File: config.mk
export PLATFORM = sky130hd
export DESIGN_NAME = fifo_wm_flat
export DESIGN_NICKNAME = d
export VERILOG_FILES = /design/src/rtl/fifo_wm_if.sv /design/src/rtl/fifo_wm.sv /design/src/flat_wrapper.sv
export SDC_FILE = /design/constraint.sdc
export NUM_CORES = 1
export LEC_CHECK = 0
export CAP_MARGIN = 15
export CORE_AREA = 4 4 346 348
export CTS_BUF_LIST = sky130_fd_sc_hd__clkbuf_8
export CTS_CLUSTER_DIAMETER = 100
export CTS_CLUSTER_SIZE = 24
export DETAILED_ROUTE_END_ITERATION = 10
export DIE_AREA = 0 0 350 352
export PLACE_DENSITY = 0.46
export SETUP_SLACK_MARGIN = 0.2
export SYNTH_ARGS = -nofsm -noshare
export SYNTH_HDL_FRONTEND = slang
export SYNTH_SLANG_ARGS = --single-unit
File: constraint.sdc
create_clock -name clk -period 8.8 [get_ports clk]
set_input_delay 1.76 -clock clk [delete_from_list [all_inputs] [get_ports clk]]
set_output_delay 1.76 -clock clk [all_outputs]
set_load 0.02 [all_outputs]
File: src/rtl/fifo_wm_if.sv
// rtl/fifo_wm_if.sv - handshake, control and status bundle for the watermark FIFO
interface fifo_wm_if #(
    parameter int DATA_W = 32,
    parameter int DEPTH  = 32
);
    localparam int CNT_W = $clog2(DEPTH + 1);

    logic              flush;
    logic              clr_err;
    logic              push;
    logic [DATA_W-1:0] datain;
    logic              pull;
    logic [DATA_W-1:0] dataout;
    logic              full;
    logic              empty;
    logic              almost_full;
    logic              almost_empty;
    logic [CNT_W-1:0]  count;
    logic              overflow;
    logic              underflow;

    modport master (
        output flush, clr_err, push, datain, pull,
        input  dataout, full, empty, almost_full, almost_empty, count, overflow, underflow
    );

    modport slave (
        input  flush, clr_err, push, datain, pull,
        output dataout, full, empty, almost_full, almost_empty, count, overflow, underflow
    );
endinterface

File: src/rtl/fifo_wm.sv
// rtl/fifo_wm.sv - show-ahead synchronous FIFO with watermarks, flush and sticky error flags
module fifo_wm #(
    parameter int DATA_W   = 32,
    parameter int DEPTH    = 32,
    parameter int AF_LEVEL = DEPTH - 2,
    parameter int AE_LEVEL = 2,
    localparam int CNT_W   = $clog2(DEPTH + 1)
) (
    input  logic      clk,
    input  logic      rst,
    fifo_wm_if.slave  bus
);
    localparam int PTR_W = (DEPTH > 1) ? $clog2(DEPTH) : 1;

    localparam logic [CNT_W-1:0] DEPTH_C = CNT_W'(DEPTH);
    localparam logic [CNT_W-1:0] AF_C    = CNT_W'(AF_LEVEL);
    localparam logic [CNT_W-1:0] AE_C    = CNT_W'(AE_LEVEL);
    localparam logic [PTR_W-1:0] LAST_P  = PTR_W'(DEPTH - 1);
    localparam bit               AF_EN   = (AF_LEVEL != 0);

    logic [DATA_W-1:0] r_mem [DEPTH];
    logic [PTR_W-1:0]  r_wp;
    logic [PTR_W-1:0]  r_rp;
    logic [CNT_W-1:0]  r_count;
    logic              r_overflow;
    logic              r_underflow;

    logic w_full;
    logic w_empty;
    logic w_push_ok;
    logic w_pull_ok;
    logic w_wr_en;

    // Explicit wrap so any DEPTH works, not just powers of two.
    function automatic logic [PTR_W-1:0] ptr_inc(input logic [PTR_W-1:0] p);
        return (p == LAST_P) ? '0 : p + PTR_W'(1);
    endfunction

    assign w_full  = (r_count == DEPTH_C);
    assign w_empty = (r_count == '0);

    // A pull frees a slot at full, but an empty FIFO never bypasses push data to the reader.
    assign w_pull_ok = bus.pull && !w_empty;
    assign w_push_ok = bus.push && (!w_full || bus.pull);
    assign w_wr_en   = w_push_ok && !rst && !bus.flush;

    always_ff @(posedge clk) begin
        if (w_wr_en) begin
            r_mem[r_wp] <= bus.datain;
        end
    end

    always_ff @(posedge clk) begin
        if (rst) begin
            r_wp    <= '0;
            r_rp    <= '0;
            r_count <= '0;
        end else if (bus.flush) begin
            r_wp    <= '0;
            r_rp    <= '0;
            r_count <= '0;
        end else begin
            if (w_push_ok) begin
                r_wp <= ptr_inc(r_wp);
            end
            if (w_pull_ok) begin
                r_rp <= ptr_inc(r_rp);
            end
            r_count <= r_count + CNT_W'(w_push_ok) - CNT_W'(w_pull_ok);
        end
    end

    // A fresh error on the same edge as clr_err leaves its bit set.
    always_ff @(posedge clk) begin
        if (rst) begin
            r_overflow  <= 1'b0;
            r_underflow <= 1'b0;
        end else begin
            if (bus.clr_err) begin
                r_overflow  <= 1'b0;
                r_underflow <= 1'b0;
            end
            if (!bus.flush && bus.push && !w_push_ok) begin
                r_overflow <= 1'b1;
            end
            if (!bus.flush && bus.pull && !w_pull_ok) begin
                r_underflow <= 1'b1;
            end
        end
    end

    assign bus.dataout      = r_mem[r_rp];
    assign bus.full         = w_full;
    assign bus.empty        = w_empty;
    assign bus.almost_full  = AF_EN && (r_count >= AF_C);
    assign bus.almost_empty = (r_count <= AE_C);
    assign bus.count        = r_count;
    assign bus.overflow     = r_overflow;
    assign bus.underflow    = r_underflow;
endmodule
File: src/flat_wrapper.sv
// flat-port wrapper written by rule: the top's interface ports become plain ports
module fifo_wm_flat 
#(
    parameter int DATA_W   = 32,
    parameter int DEPTH    = 32,
    parameter int AF_LEVEL = DEPTH - 2,
    parameter int AE_LEVEL = 2,
    localparam int CNT_W   = $clog2(DEPTH + 1)
)
  (clk, rst, bus_flush, bus_clr_err, bus_push, bus_datain, bus_pull, bus_dataout, bus_full, bus_empty, bus_almost_full, bus_almost_empty, bus_count, bus_overflow, bus_underflow);
  fifo_wm_if #(.DATA_W(DATA_W), .DEPTH(DEPTH)) bus_i ();
  input  logic clk;
  input  logic rst;
  input wire logic [$bits(bus_i.flush)-1:0] bus_flush;
  input wire logic [$bits(bus_i.clr_err)-1:0] bus_clr_err;
  input wire logic [$bits(bus_i.push)-1:0] bus_push;
  input wire logic [$bits(bus_i.datain)-1:0] bus_datain;
  input wire logic [$bits(bus_i.pull)-1:0] bus_pull;
  output wire logic [$bits(bus_i.dataout)-1:0] bus_dataout;
  output wire logic [$bits(bus_i.full)-1:0] bus_full;
  output wire logic [$bits(bus_i.empty)-1:0] bus_empty;
  output wire logic [$bits(bus_i.almost_full)-1:0] bus_almost_full;
  output wire logic [$bits(bus_i.almost_empty)-1:0] bus_almost_empty;
  output wire logic [$bits(bus_i.count)-1:0] bus_count;
  output wire logic [$bits(bus_i.overflow)-1:0] bus_overflow;
  output wire logic [$bits(bus_i.underflow)-1:0] bus_underflow;
  assign bus_i.flush = bus_flush;
  assign bus_i.clr_err = bus_clr_err;
  assign bus_i.push = bus_push;
  assign bus_i.datain = bus_datain;
  assign bus_i.pull = bus_pull;
  assign bus_dataout = bus_i.dataout;
  assign bus_full = bus_i.full;
  assign bus_empty = bus_i.empty;
  assign bus_almost_full = bus_i.almost_full;
  assign bus_almost_empty = bus_i.almost_empty;
  assign bus_count = bus_i.count;
  assign bus_overflow = bus_i.overflow;
  assign bus_underflow = bus_i.underflow;
  fifo_wm #(.DATA_W(DATA_W), .DEPTH(DEPTH), .AF_LEVEL(AF_LEVEL), .AE_LEVEL(AE_LEVEL)) u_core (.clk(clk), .rst(rst), .bus(bus_i));
endmodule
==> run_results.csv <==
group,metric,value,unit
min_path,min_path_cells,1,
timing,whs,0.5096,ns
die,design.core.area,0.1162,mm2
clocking,cts_resized,0,
layout,layout_commonest_cell,"edfxtp_1",
worst_setup_path,crit_buf_inv,2,
route,viasPerCell,5.437,
die,io_pins,82,
clocking,clockRootBuffer,"clkbuf_8",
power,max-vdd-ir-drop,0.1653,mV
placed_design,placed_cell_area,0.04345,mm2
timing,finClkSkew,0.03030,ns
global_routing,grt_overflow,0,
layout,final_cell_mix,"1024 x edfxtp_1, 192 x mux2_2, 128 x mux4_2",
global_routing,grt_use_total,18.04,%
timing,min_period_over_period,71.59,%
layout,drive_gt1_share,22.46,%
timing,tns,0,ns
yosys,synth.avg_cell_area,19.60,um2
yosys,ys_warn_count,0,
route,vias,20020,
route,drtAntennaViolNets,0,
worst_setup_path,slowest_delay,0.81,ns
die,dieArea,0.1232,mm2
worst_setup_path,slowest_stage,"buf_4",
worst_setup_path,ff2ff_path_depth,8,
placed_design,pre_cts_slack,3.233,ns
timing,rsz0062_at_grt,"false",
die,dieHeight,352,um
layout,finalCoreUtilization,38.27,%
layout,final_nets,2203,
die,start_util,34.90,%
placed_design,routabilityCongestion,0.7202,
clocking,cts_buffer_depth,3,
route,routed_wl,112400,um
clocking,htree_levels,2,
global_routing,grt_pass1_wl,157700,um
die,rows,125,
yosys,syn_nets,2129,
yosys,netlist.area_leader.share,75.81,%
min_path,hp-class,"flip-flop to flip-flop",
clocking,clk_latency,0.78,ns
job,maxCapViolCount,0,
clocking,hold_buffers,0,
timing,finalHoldViolCount,0,
clocking,cts_buffers,50,
worst_setup_path,worstPathArrival,4.54,ns
timing,finalSetupViolCount,0,
timing,finalWorstSetupSlack,2.500,ns
yosys,synth_area_leaders,"edfxtp_1 76%, mux4_2 7.1%, mux2_2 5.3%, a22o_1 1.4%, a211oi_1 1.2%",
layout,design_area,0.04447,mm2
yosys,synth_ff_type,"edfxtp_1",
yosys,syn_area,0.04056,mm2
worst_setup_path,startpoint_type,"flip-flop",
yosys,syn_inst,2069,
route,drt-initial-drc-count,1813,
clocking,cts_setup_buffers,0,
route,dr.pass1.iters,5,
global_routing,grt_max_degree,163,
worst_setup_path,crit_chain,"buf_4 -> mux4_2 -> a22o_1 -> or4_1 -> clkdlybuf4s50_1",
timing,fin_crit,6.300,ns
route,drc,0,
power,power.density,183.1,mW/mm2
power,leakagePower,0.01307,uW
die,die_w,350,um
yosys,synth_cell_types,48,
timing,max_freq,158.7,MHz
yosys,synth_sequential_area_ratio,76.95,%
clocking,cts_tree,"yes",
worst_setup_path,critPathCaptureType,"output port",
layout,syn_to_final_growth,9.634,%
route,wire_per_inst,30.52,um
yosys,synth_edf_count,1024,
timing,slew_headroom,15.80,%
worst_setup_path,path_max_fanout,42,
global_routing,grt_pass1_vias,20600,
global_routing,antenna_found_initial,9,
worst_setup_path,critPathKind,"flip-flop to output port",
timing,tightest_slew,1.263,ns
yosys,synth_top_cell_by_area,"edfxtp_1",
worst_setup_path,critPathTopFamily,"buffers and inverters",
placed_design,dpl.hpwl,57990,um
timing,drv_slew,0,
status,outcome,"completed",
clocking,clk_pin_slew,0.14,ns
clocking,clock-sinks,1047,
yosys,async_flop_share,0,%
worst_setup_path,cp.depth,5,
yosys,synth_seq_cells,1047,
worst_setup_path,crit_required,7.04,ns
layout,fillers,10400,
placed_design,portBuffers,81,
## path summary, 6_finish.rpt
check,startpoint,to,slack (ns)
worst max-delay path,flip-flop,bus_dataout[16],2.50
worst min-delay path,u_core.bus.overflow,u_core.bus.overflow,0.51
worst max register to register,u_core.bus.count[2],u_core.r_mem[19][10],4.78
worst min register to register,u_core.bus.overflow,u_core.bus.overflow,0.51
## sequential cells by signal, summed over array words and instances (netlist names), named ones only
name                  count
u_core.r_rp               5
u_core.bus.overflow       1
u_core.r_mem           1024
u_core.bus.count          6
u_core.bus.underflow      1
u_core.r_wp               5
## per-stage QoR
step	std cells	power (uW)
after floorplan	2069	5922
after global placement	3606	6238
after detailed placement	3606	6243
after CTS	3670	8231
after global routing	3680	8471
final	3683	8141
## Yosys cell counts, types with 8 or more instances
master    count
edfxtp_1   1024
mux2_2      192
mux4_2      128
clkbuf_1     81
o21ai_0      70
nor3_1       66
nor2b_1      65
o22ai_1      65
a211oi_1     64
a22o_1       64
nor2_1       45
or4_1        34
dfxtp_1      23
ha_1         21
inv_1        17
buf_2        15
a21oi_1      11
buf_1        11
nand2_1      10
buf_6         8
nand3_1       8
## where the power goes
group | total, uW | switching, uW | internal (uW) | leakage (uW)
Sequential | 5510 | 24.6 | 5490 | 0.00939
Combinational | 623 | 380 | 243 | 0.00325
Clock | 2010 | 1470 | 541 | 0.000429
## layout make-up
class                   count  area, um2  share of cell area, %
flip-flops and latches   1047      31220                  70.20
multi-input cells         886       9035                  20.32
well taps                1524       1907                  4.288
repair buffers            141       1449                  3.258
clock buffers              51      701.9                  1.579
clock inverters            13      82.58                 0.1857
inverters                  17      63.81                 0.1435
diodes                      4      10.01                0.02251
## cell families after synthesis
kind of cell               after synthesis  share of synthesized area (%)
AOI/OAI and AO/OA                      284                          4.766
xor gates and xnor gates                 1                        0.02160
adders and majority gates               22                         0.6972
buffers and inverters                  136                          1.490
DFF                                   1047                          76.95
muxes                                  322                          12.49
and+or+nand+nor                        257                          3.588
## metal layers
metal / global-route usage [%] / routed length [um]
met2: 30.20 / 55080
met5: 0 / 9
met3: 2.384 / 5229
met4: 4.352 / 2541
met1: 25.06 / 49550
Power figures use the tool's default switching activity.
